==> src/rtl/multicycle_ctrl.sv <==
// multicycle_ctrl: Moore sequencer driving PC/IR/regfile/ALU strobes of a RISC-V multi-cycle core.
// Latency: 3..5 cycles per instruction with zero-wait memory; outputs decode from the current state.
// Backpressure: holds mem_req until mem_ready; MEM_TIMEOUT unanswered wait cycles trap the core.
module multicycle_ctrl #(
    parameter int MEM_TIMEOUT = 15,
    parameter int CNT_W       = 32
) (
    input  logic             clk,
    input  logic             reset,
    input  logic             run,
    input  logic [6:0]       opcode,
    input  logic             branch_taken,
    input  logic             mem_ready,
    output logic             mem_req,
    output logic             mem_we,
    output logic             iord,
    output logic             ir_write,
    output logic             pc_write,
    output logic [1:0]       pc_src,
    output logic [1:0]       alu_op,
    output logic             alu_src,
    output logic             reg_write,
    output logic [1:0]       mem_to_reg,
    output logic             trap,
    output logic [1:0]       trap_cause,
    output logic [CNT_W-1:0] instret,
    output logic             busy
);

    localparam logic [6:0] OP_LOAD   = 7'b0000011;
    localparam logic [6:0] OP_STORE  = 7'b0100011;
    localparam logic [6:0] OP_R      = 7'b0110011;
    localparam logic [6:0] OP_IMM    = 7'b0010011;
    localparam logic [6:0] OP_LUI    = 7'b0110111;
    localparam logic [6:0] OP_BRANCH = 7'b1100011;
    localparam logic [6:0] OP_JAL    = 7'b1101111;
    localparam logic [6:0] OP_JALR   = 7'b1100111;

    // The counter value seen during the last permitted wait cycle; one more miss trips the timeout.
    localparam logic [7:0] WAIT_LAST = 8'(MEM_TIMEOUT - 1);

    typedef enum logic [3:0] {
        S_FETCH,
        S_DECODE,
        S_MEM_ADDR,
        S_MEM_ACC,
        S_WB_MEM,
        S_EXEC,
        S_WB_ALU,
        S_BRANCH,
        S_JUMP,
        S_TRAP
    } state_t;

    state_t           state;
    state_t           state_nxt;
    logic [7:0]       wait_cnt;
    logic [1:0]       cause;
    logic [1:0]       cause_nxt;
    logic [CNT_W-1:0] ret_cnt;
    logic             retire;
    logic             wait_hit;

    assign wait_hit = (wait_cnt == WAIT_LAST);

    // State, trap cause and retired-instruction counter registers.
    always_ff @(posedge clk) begin
        if (reset) begin
            state   <= S_FETCH;
            cause   <= 2'b00;
            ret_cnt <= '0;
        end else begin
            state <= state_nxt;
            cause <= cause_nxt;
            if (retire) begin
                ret_cnt <= ret_cnt + CNT_W'(1);
            end
        end
    end

    // Memory wait counter: restarts per access, counts cycles a request goes unanswered.
    always_ff @(posedge clk) begin
        if (reset) begin
            wait_cnt <= '0;
        end else if (mem_req && mem_ready) begin
            wait_cnt <= '0;
        end else if (mem_req) begin
            wait_cnt <= wait_cnt + 8'd1;
        end else if ((state_nxt != state) &&
                     ((state_nxt == S_FETCH) || (state_nxt == S_MEM_ACC))) begin
            wait_cnt <= '0;
        end
    end

    // Next-state and Moore output decode; reset forces every output low in its own cycle.
    always_comb begin
        state_nxt  = state;
        cause_nxt  = cause;
        retire     = 1'b0;
        mem_req    = 1'b0;
        mem_we     = 1'b0;
        iord       = 1'b0;
        ir_write   = 1'b0;
        pc_write   = 1'b0;
        pc_src     = 2'b00;
        alu_op     = 2'b00;
        alu_src    = 1'b0;
        reg_write  = 1'b0;
        mem_to_reg = 2'b00;
        trap       = 1'b0;
        busy       = 1'b0;
        trap_cause = cause;
        instret    = ret_cnt;

        case (state)
            S_FETCH: begin
                mem_req = run;
                busy    = run;
                if (run) begin
                    if (mem_ready) begin
                        ir_write  = 1'b1;
                        pc_write  = 1'b1;
                        state_nxt = S_DECODE;
                    end else if (wait_hit) begin
                        state_nxt = S_TRAP;
                        cause_nxt = 2'b10;
                    end
                end
            end
            S_DECODE: begin
                busy = 1'b1;
                case (opcode)
                    OP_LOAD, OP_STORE:     state_nxt = S_MEM_ADDR;
                    OP_R, OP_IMM, OP_LUI:  state_nxt = S_EXEC;
                    OP_BRANCH:             state_nxt = S_BRANCH;
                    OP_JAL, OP_JALR:       state_nxt = S_JUMP;
                    default: begin
                        state_nxt = S_TRAP;
                        cause_nxt = 2'b01;
                    end
                endcase
            end
            S_MEM_ADDR: begin
                busy      = 1'b1;
                alu_op    = 2'b01;
                alu_src   = 1'b1;
                state_nxt = S_MEM_ACC;
            end
            S_MEM_ACC: begin
                busy    = 1'b1;
                mem_req = 1'b1;
                iord    = 1'b1;
                mem_we  = (opcode == OP_STORE);
                if (mem_ready) begin
                    if (opcode == OP_STORE) begin
                        retire    = 1'b1;
                        state_nxt = S_FETCH;
                    end else begin
                        state_nxt = S_WB_MEM;
                    end
                end else if (wait_hit) begin
                    state_nxt = S_TRAP;
                    cause_nxt = 2'b10;
                end
            end
            S_WB_MEM: begin
                busy       = 1'b1;
                reg_write  = 1'b1;
                mem_to_reg = 2'b01;
                retire     = 1'b1;
                state_nxt  = S_FETCH;
            end
            S_EXEC, S_WB_ALU: begin
                // ALU controls stay stable through write-back so the result is not disturbed.
                busy = 1'b1;
                case (opcode)
                    OP_IMM: begin
                        alu_src = 1'b1;
                        alu_op  = 2'b00;
                    end
                    OP_LUI: begin
                        alu_src = 1'b1;
                        alu_op  = 2'b11;
                    end
                    default: begin
                        alu_src = 1'b0;
                        alu_op  = 2'b10;
                    end
                endcase
                if (state == S_WB_ALU) begin
                    reg_write = 1'b1;
                    retire    = 1'b1;
                    state_nxt = S_FETCH;
                end else begin
                    state_nxt = S_WB_ALU;
                end
            end
            S_BRANCH: begin
                busy      = 1'b1;
                alu_op    = 2'b11;
                pc_src    = 2'b01;
                pc_write  = branch_taken;
                retire    = 1'b1;
                state_nxt = S_FETCH;
            end
            S_JUMP: begin
                busy       = 1'b1;
                reg_write  = 1'b1;
                mem_to_reg = 2'b10;
                pc_write   = 1'b1;
                if (opcode == OP_JALR) begin
                    pc_src  = 2'b11;
                    alu_src = 1'b1;
                    alu_op  = 2'b01;
                end else begin
                    pc_src = 2'b10;
                end
                retire    = 1'b1;
                state_nxt = S_FETCH;
            end
            S_TRAP: begin
                trap = 1'b1;
            end
            default: begin
                state_nxt = S_FETCH;
            end
        endcase

        if (reset) begin
            mem_req    = 1'b0;
            mem_we     = 1'b0;
            iord       = 1'b0;
            ir_write   = 1'b0;
            pc_write   = 1'b0;
            pc_src     = 2'b00;
            alu_op     = 2'b00;
            alu_src    = 1'b0;
            reg_write  = 1'b0;
            mem_to_reg = 2'b00;
            trap       = 1'b0;
            busy       = 1'b0;
            trap_cause = 2'b00;
            instret    = '0;
        end
    end

endmodule

==> config.mk <==
export PLATFORM = sky130hd
export DESIGN_NAME = multicycle_ctrl
export DESIGN_NICKNAME = d
export VERILOG_FILES = /design/src/rtl/multicycle_ctrl.sv
export SDC_FILE = /design/constraint.sdc
export NUM_CORES = 1
export LEC_CHECK = 0
export CAP_MARGIN = 15
export CORE_UTILIZATION = 40
export DETAILED_ROUTE_END_ITERATION = 8
export SLEW_MARGIN = 20
export SYNTH_ARGS = -nofsm -noshare
export SYNTH_HDL_FRONTEND = slang
export SYNTH_SLANG_ARGS = --single-unit
==> constraint.sdc <==
create_clock -name clk -period 5.6 [get_ports clk]
set_input_delay 0.84 -clock clk [delete_from_list [all_inputs] [get_ports clk]]
set_output_delay 0.84 -clock clk [all_outputs]
set_load 0.02 [all_outputs]
==> summary.txt, run 1 <==
Die
  • Die width: around 89 µm
  • Core area: 7250 µm²
  • I/O pin cnt: 61
  • Starting density of the core: between 40% and 50%
  • Die ar.: 7890 µm²
  • # rows: 31
  • Die H: roughly 89 µm

Route
  • DRT antenna net count: 0
  • DRT iter0 DRCs: 94
  • Wirelength, routed: 6950 µm
  • Drt first pass iters: 4
  • DR vias: 2766
  • WL/cell: 13.2 µm
  • DRC: 0
  • Vias/cell: roughly 5.2

Timing
  • Fmax: roughly 240 MHz
  • Final Slew Violations: 0
  • # setup viols final: 0
  • Clk_skew: a little under 0.01 ns
  • Post-route setup slack: 1.41 ns
  • RSZ-0062 raised after global routing: false
  • Tcrit/Tclk final: 74.9%
  • Fin crit period: around 4.2 ns
  • Rel. slew slack: 62.5%
  • Hold_ws: 0.484 ns
  • Setup TNS: 0 ns
  • Worst Tran Pin Value: 0.560 ns
  • Hold Fails Final Rpt: 0

Setup path
  • CP endpoint kind: primary output
  • Worst Path Max Fanout: 6
  • Worst Path Required: 4.76 ns
  • Crit path arrival time: 3.35 ns
  • FF-to-FF setup slack: between 3 and 4 ns
  • CP Launch Type: input pin
  • Setup CP Type: in -> out

Synthesis
  • Dominant register cell in the synthesized netlist: dfxtp_1
  • Post-synthesis sequential area ratio: 30.5%
  • Async S/R FF share, synth: 0%
  • Largest family of logic cells by synthesized area: simple AND/OR/NAND/NOR gates
  • Post-Syn Instances: 378
  • Synth area leader: dfxtp_1
  • Synth top area share: between 30% and 40%
  • Mux contribution to synthesized area: 0.332%
  • Mapped Nets: between 300 and 400
  • Synth Area in Adders: around 1.6%
  • Dominant cells by area after synthesis: dfxtp_1 31%, nor2_1 7.7%, xnor2_1 6.4%, nor2b_1 5.8%, nor3_2 3.0%
  • Top-count cell post-synth: nor2_1
  • Simple-gate share of the synthesized area: 40.3%
  • Compound-Gate Fraction of Synth Area: 13.9%
  • Post-synth top cells: 62 x nor2_1, 46 x dfxtp_1, 28 x nor2b_1, 22 x xnor2_1, 18 x nand2_1
  • Number of synthesis warnings: 0
  • EDFF count, synth: 0
  • #FFs+latches synth: 46
  • XOR/XNOR Fraction of Synth Area: about 8.4%
  • Synthesized area per cell: 7.98 µm²
  • Synth Cell Area: 3020 µm²
  • Cell variety after synth: 59

CTS
  • CTS tree: built
  • Worst-path clk slew: 0.09 ns
  • Root Buffer Master: clkbuf_8
  • H-tree depth: 2
  • Post-cts resize count: 0
  • Worst-Skew Late Latency: 0.30 ns
  • Post-CTS setup buffer count: 0
  • Clock sinks: 46
  • Total CTS buffers: 5
  • CTS max path bufs: 2
  • # hold bufs at CTS: 0

Final layout
  • Area Overhead vs Synth: 25.1%
  • # diodes: 0
  • Layout net count: between 400 and 500
  • Share of cells above drive strength 1: 8.64%
  • Non-Filler Instances: 527

Power
  • Clk network pwr share: a little under two fifths
  • Worst VDD drop: 0.0000916 V
  • Int Power: roughly 0.0005 W
  • Register share of total power: 49.8%
  • Switch share: 26.4%
  • Comb pwr share: 12.3%
  • Leak: 1.21 nW
  • PwrDens: roughly 180 nW/µm²
  • Total power: 0.000677 W
  • NetSw: 0.000179 W

Placement
  • Count of input and output buffers: 60
  • Placed cells: roughly 520
  • Routability cong.: between 0.8 and 0.9
  • Place WS: 1.45 ns
  • HPWL after DPL: between 4000 and 5000 µm

Flow run
  • Max_cap viols: 0

Run status
  • Status: complete, no violations

Global routing
  • Vias in the first global route: 2475
  • Initial antenna violation count: 0
  • First-pass GRT wire length: roughly 12000 µm
  • Total gr overflow: 0
  • Largest net degree at the start of global routing: between 60 and 70
  • Total GRT Usage: a little under a fifth

Worst hold path
  • Worst Hold Class: reg -> reg
## layer usage
metal / GRT usage [%] / up-vias / share of wire (%)
met5: 0 / - / 0
met4: 5.13 / 0 / 1.4
met3: 3.54 / 7 / 5.0
met2: 31.2 / 76 / 46
met1: 24.4 / 1277 / 48
li1: - / 1406 / -
## flip-flops by register name, indices dropped and copies added, names as in the netlist
signal	count
ret_cnt	32
wait_cnt	8
cause	2
state	4
## power by group through the flow
stage          sequential (W)  clock [W]  combinational [W]
2_1_floorplan        0.000341          0          0.0000587
3_3_place_gp         0.000345          0          0.0000827
3_5_place_dp         0.000345          0          0.0000835
4_1_cts              0.000337   0.000264          0.0000837
5_1_grt              0.000338   0.000280          0.0000912
6_report             0.000337   0.000256          0.0000832
## cells by family (layout without fill, tap and decap cells)
group	after synthesis	after routing
AND/OR/NAND/NOR	207	207
adder cells (fa/ha/maj)	4	4
AO/OA/AOI/OAI	57	57
buffers and inverters	34	84
flip-flops	46	46
multiplexers	1	1
XOR/XNOR	29	29
## final cells by class
cell class                      instances  area, µm²
Clock inverter                          3       43.8
Multi-Input combinational cell        298       1950
Inverter                               13       48.8
Clock buffer                            5       68.8
Tap cell                               99        124
Fill cell                             730       3480
Timing Repair Buffer                   63        618
Sequential cell                        46        921
## metrics by stage
stage | cell area (µm²) | util (%)
after floorplan | 3020 | -
after global placement | 3660 | 50.4
after detailed placement | 3660 | 50.4
after CTS | 3770 | 52.0
after global routing | 3770 | 52.0
final | 3770 | 52.0
## worst max-delay path, cell delays in order
cell	delay (ns)
clkdlybuf4s50_1	0.48
nand4bb_1	0.28
or4_1	0.48
a211oi_1	0.25
a21oi_1	0.07
a211oi_1	0.29
clkdlybuf4s50_1	0.66
## placed cells by master (no fill, tap or decap), types with 9 or more instances in the layout
cell type and instances:
dfxtp_1 46, xnor2_1 22, nor2b_1 28, nor3_2 9
o21ai_0 10, nand2b_1 9, nor2_1 62, nor3_1 9
inv_1 13, nand3_1 12, or3_1 13, a21oi_1 17
clkdlybuf4s50_1 59, nand2_1 18
## worst paths after layout
check | start | to | cells after the start
worst min register to register | cause[1] | cause[1] | 2
worst max-delay path | opcode[2] | alu_src | 7
worst max register to register | state[3] | ret_cnt[29] | 7
worst min-delay path | cause[1] | cause[1] | 2
(Power assumes the default switching activity.)
==> inputs of run 2 (changes only) <==
- clock period: 5.6 -> 3.9 ns (I/O delays scaled with it)
==> summary.txt, run 2 (synthesis results as in run 1) <==
Run status
  • Status: complete, no violations (unchanged)

Timing
  • Worst Tran Pin Value: 0.561 ns (was 0.560 ns)
  • Clk_skew: 0.00454 ns (was 0.00969 ns)
  • Tcrit/Tclk final: 94.7%
  • Fmax: 271 MHz
  • Setup TNS: 0 ns (unchanged)
  • Fin crit period: 3.69 ns
  • RSZ-0062 raised after global routing: false (unchanged)
  • # setup viols final: 0 (unchanged)
  • Hold_ws: 0.486 ns (was 0.484 ns)
  • Post-route setup slack: 0.206 ns (was 1.41 ns)
  • Final Slew Violations: 0 (unchanged)
  • Hold Fails Final Rpt: 0 (unchanged)
  • Rel. slew slack: 62.5% (about the same)

Setup path
  • Setup CP Type: in -> out (unchanged)
  • CP endpoint kind: primary output (unchanged)
  • Crit path arrival time: 3.11 ns (was 3.35 ns)
  • CP Launch Type: input pin (unchanged)
  • Worst Path Max Fanout: 6 (unchanged)
  • Worst Path Required: 3.31 ns (was 4.76 ns)
  • FF-to-FF setup slack: 1.63 ns (was 3.30 ns)

Global routing
  • Largest net degree at the start of global routing: 62 (was 61)
  • First-pass GRT wire length: 11700 µm (was 11600 µm)
  • Total gr overflow: 0 (unchanged)
  • Initial antenna violation count: 0 (unchanged)
  • Total GRT Usage: 18.7% (was 18.6%)
  • Vias in the first global route: 2479 (was 2475)

Placement
  • HPWL after DPL: 5010 µm (was 4980 µm)
  • DP Area: 3670 µm² (was 3660 µm²)
  • Count of input and output buffers: 60 (unchanged)
  • Routability cong.: 0.826 (was 0.802)
  • Place WS: 0.273 ns (was 1.45 ns)

Die
  • # rows: 31 (unchanged)
  • Die ar.: 7890 µm² (unchanged)
  • Core area: 7250 µm² (unchanged)
  • Starting density of the core: 41.6% (unchanged)
  • I/O pin cnt: 61 (unchanged)
  • Die width: 88.8 µm (unchanged)
  • Die H: 88.8 µm (unchanged)

CTS
  • # hold bufs at CTS: 0 (unchanged)
  • Worst-path clk slew: 0.08 ns (was 0.09 ns)
  • Post-cts resize count: 0 (unchanged)
  • H-tree depth: 2 (unchanged)
  • Worst-Skew Late Latency: 0.29 ns (was 0.30 ns)
  • Post-CTS setup buffer count: 0 (unchanged)
  • Clock sinks: 46 (unchanged)
  • CTS max path bufs: 2 (unchanged)
  • Total CTS buffers: 5 (unchanged)
  • CTS tree: built (unchanged)
  • Root Buffer Master: clkbuf_8 (unchanged)

Route
  • Vias/cell: 5.27 (was 5.25)
  • Drt first pass iters: 4 (unchanged)
  • WL/cell: 13.3 µm (was 13.2 µm)
  • DRT iter0 DRCs: 95 (was 94)
  • Wirelength, routed: 7020 µm (was 6950 µm)
  • DR vias: 2772 (was 2766)
  • DRC: 0 (unchanged)
  • DRT antenna net count: 0 (unchanged)

Final layout
  • # diodes: 0 (unchanged)
  • Top reg by flops: ret_cnt (unchanged)
  • Layout net count: 442 (unchanged)
  • Commonest non-fill, non-tap cell in the layout: nor2_1 (unchanged)
  • Design Area, Final: 3750 µm² (was 3770 µm²)
  • Max reg flops: 32 (unchanged)
  • Area Overhead vs Synth: 24.4% (was 25.1%)
  • Largest registers: ret_cnt x32, wait_cnt x8, state x4 (unchanged)
  • Commonest cells after routing, fill and taps aside: 62 x nor2_1, 59 x clkdlybuf4s50_1, 46 x dfxtp_1, 28 x nor2b_1, 22 x xnor2_1 (unchanged)
  • Share of cells above drive strength 1: 8.43% (was 8.64%)

Power
  • Worst VDD drop: 0.000129 V (was 0.0000916 V)
  • Leak: 1.20 nW (was 1.21 nW)
  • PwrDens: 236 nW/µm² (was 180 nW/µm²)

Worst hold path
  • Worst Hold Class: reg -> reg (unchanged)

Flow run
  • Max_cap viols: 0 (unchanged)
-- run 2: cell count changes in the layout (fill, tap and decap cells not counted) --
cell,before,now
clkinv_2,1,2
bufinv_16,1,0
buf_4,3,2
buf_12,0,1
inv_6,1,0
-- run 2: cell type report --
class                   instances  area (µm²)
fillers                       736        3500
flip-flops and latches         46         921
well taps                      99         124
clock inverters                 2        10.0
multi-input cells             298        1950
clock buffers                   5        68.8
repair buffers                 63         631
inverters                      13        48.8
-- run 2: worst max-delay path, cell delays in order --
cell and delay [ns]:
clkdlybuf4s50_1 0.48, nand4bb_1 0.28, or4_1 0.48, a211oi_1 0.27, a21oi_1 0.08, a211oi_1 0.29, clkdlybuf4s50_1 0.65
-- run 2: power by group --
part | total [W] | leakage [nW] | switching [W] | internal (W)
clock network | 0.000280 | 0.0438 | 0.000159 | 0.000121
registers | 0.000484 | 0.371 | 0.0000104 | 0.000474
logic | 0.000121 | 0.785 | 0.0000707 | 0.0000503
total | 0.000885 | 1.20 | 0.000240 | 0.000645
-- run 2: worst paths after layout --
path / start / to / cells past startpoint
max: opcode[2] / alu_src / 7
min: cause[1] / cause[1] / 2
max reg2reg: state[3] / wait_cnt[1] / 6
min reg2reg: cause[1] / cause[1] / 2
-- run 2: metal layers --
layer	up-vias	wire length, µm	track usage [%]
li1	1415	-	-
met2	51	3260	30.7
met1	1299	3430	25.3
met4	0	104	5.43
met3	7	232	2.89
met5	-	0	0
-- run 2: per-stage QoR --
stage | power (W) | utilization (%) | cells
floorplan | 0.000573 | - | 378
global placement | 0.000616 | 50.6 | 519
detailed placement | 0.000616 | 50.6 | 519
CTS | 0.000898 | 51.7 | 526
global route | 0.000921 | 51.7 | 526
finish | 0.000885 | 51.7 | 526
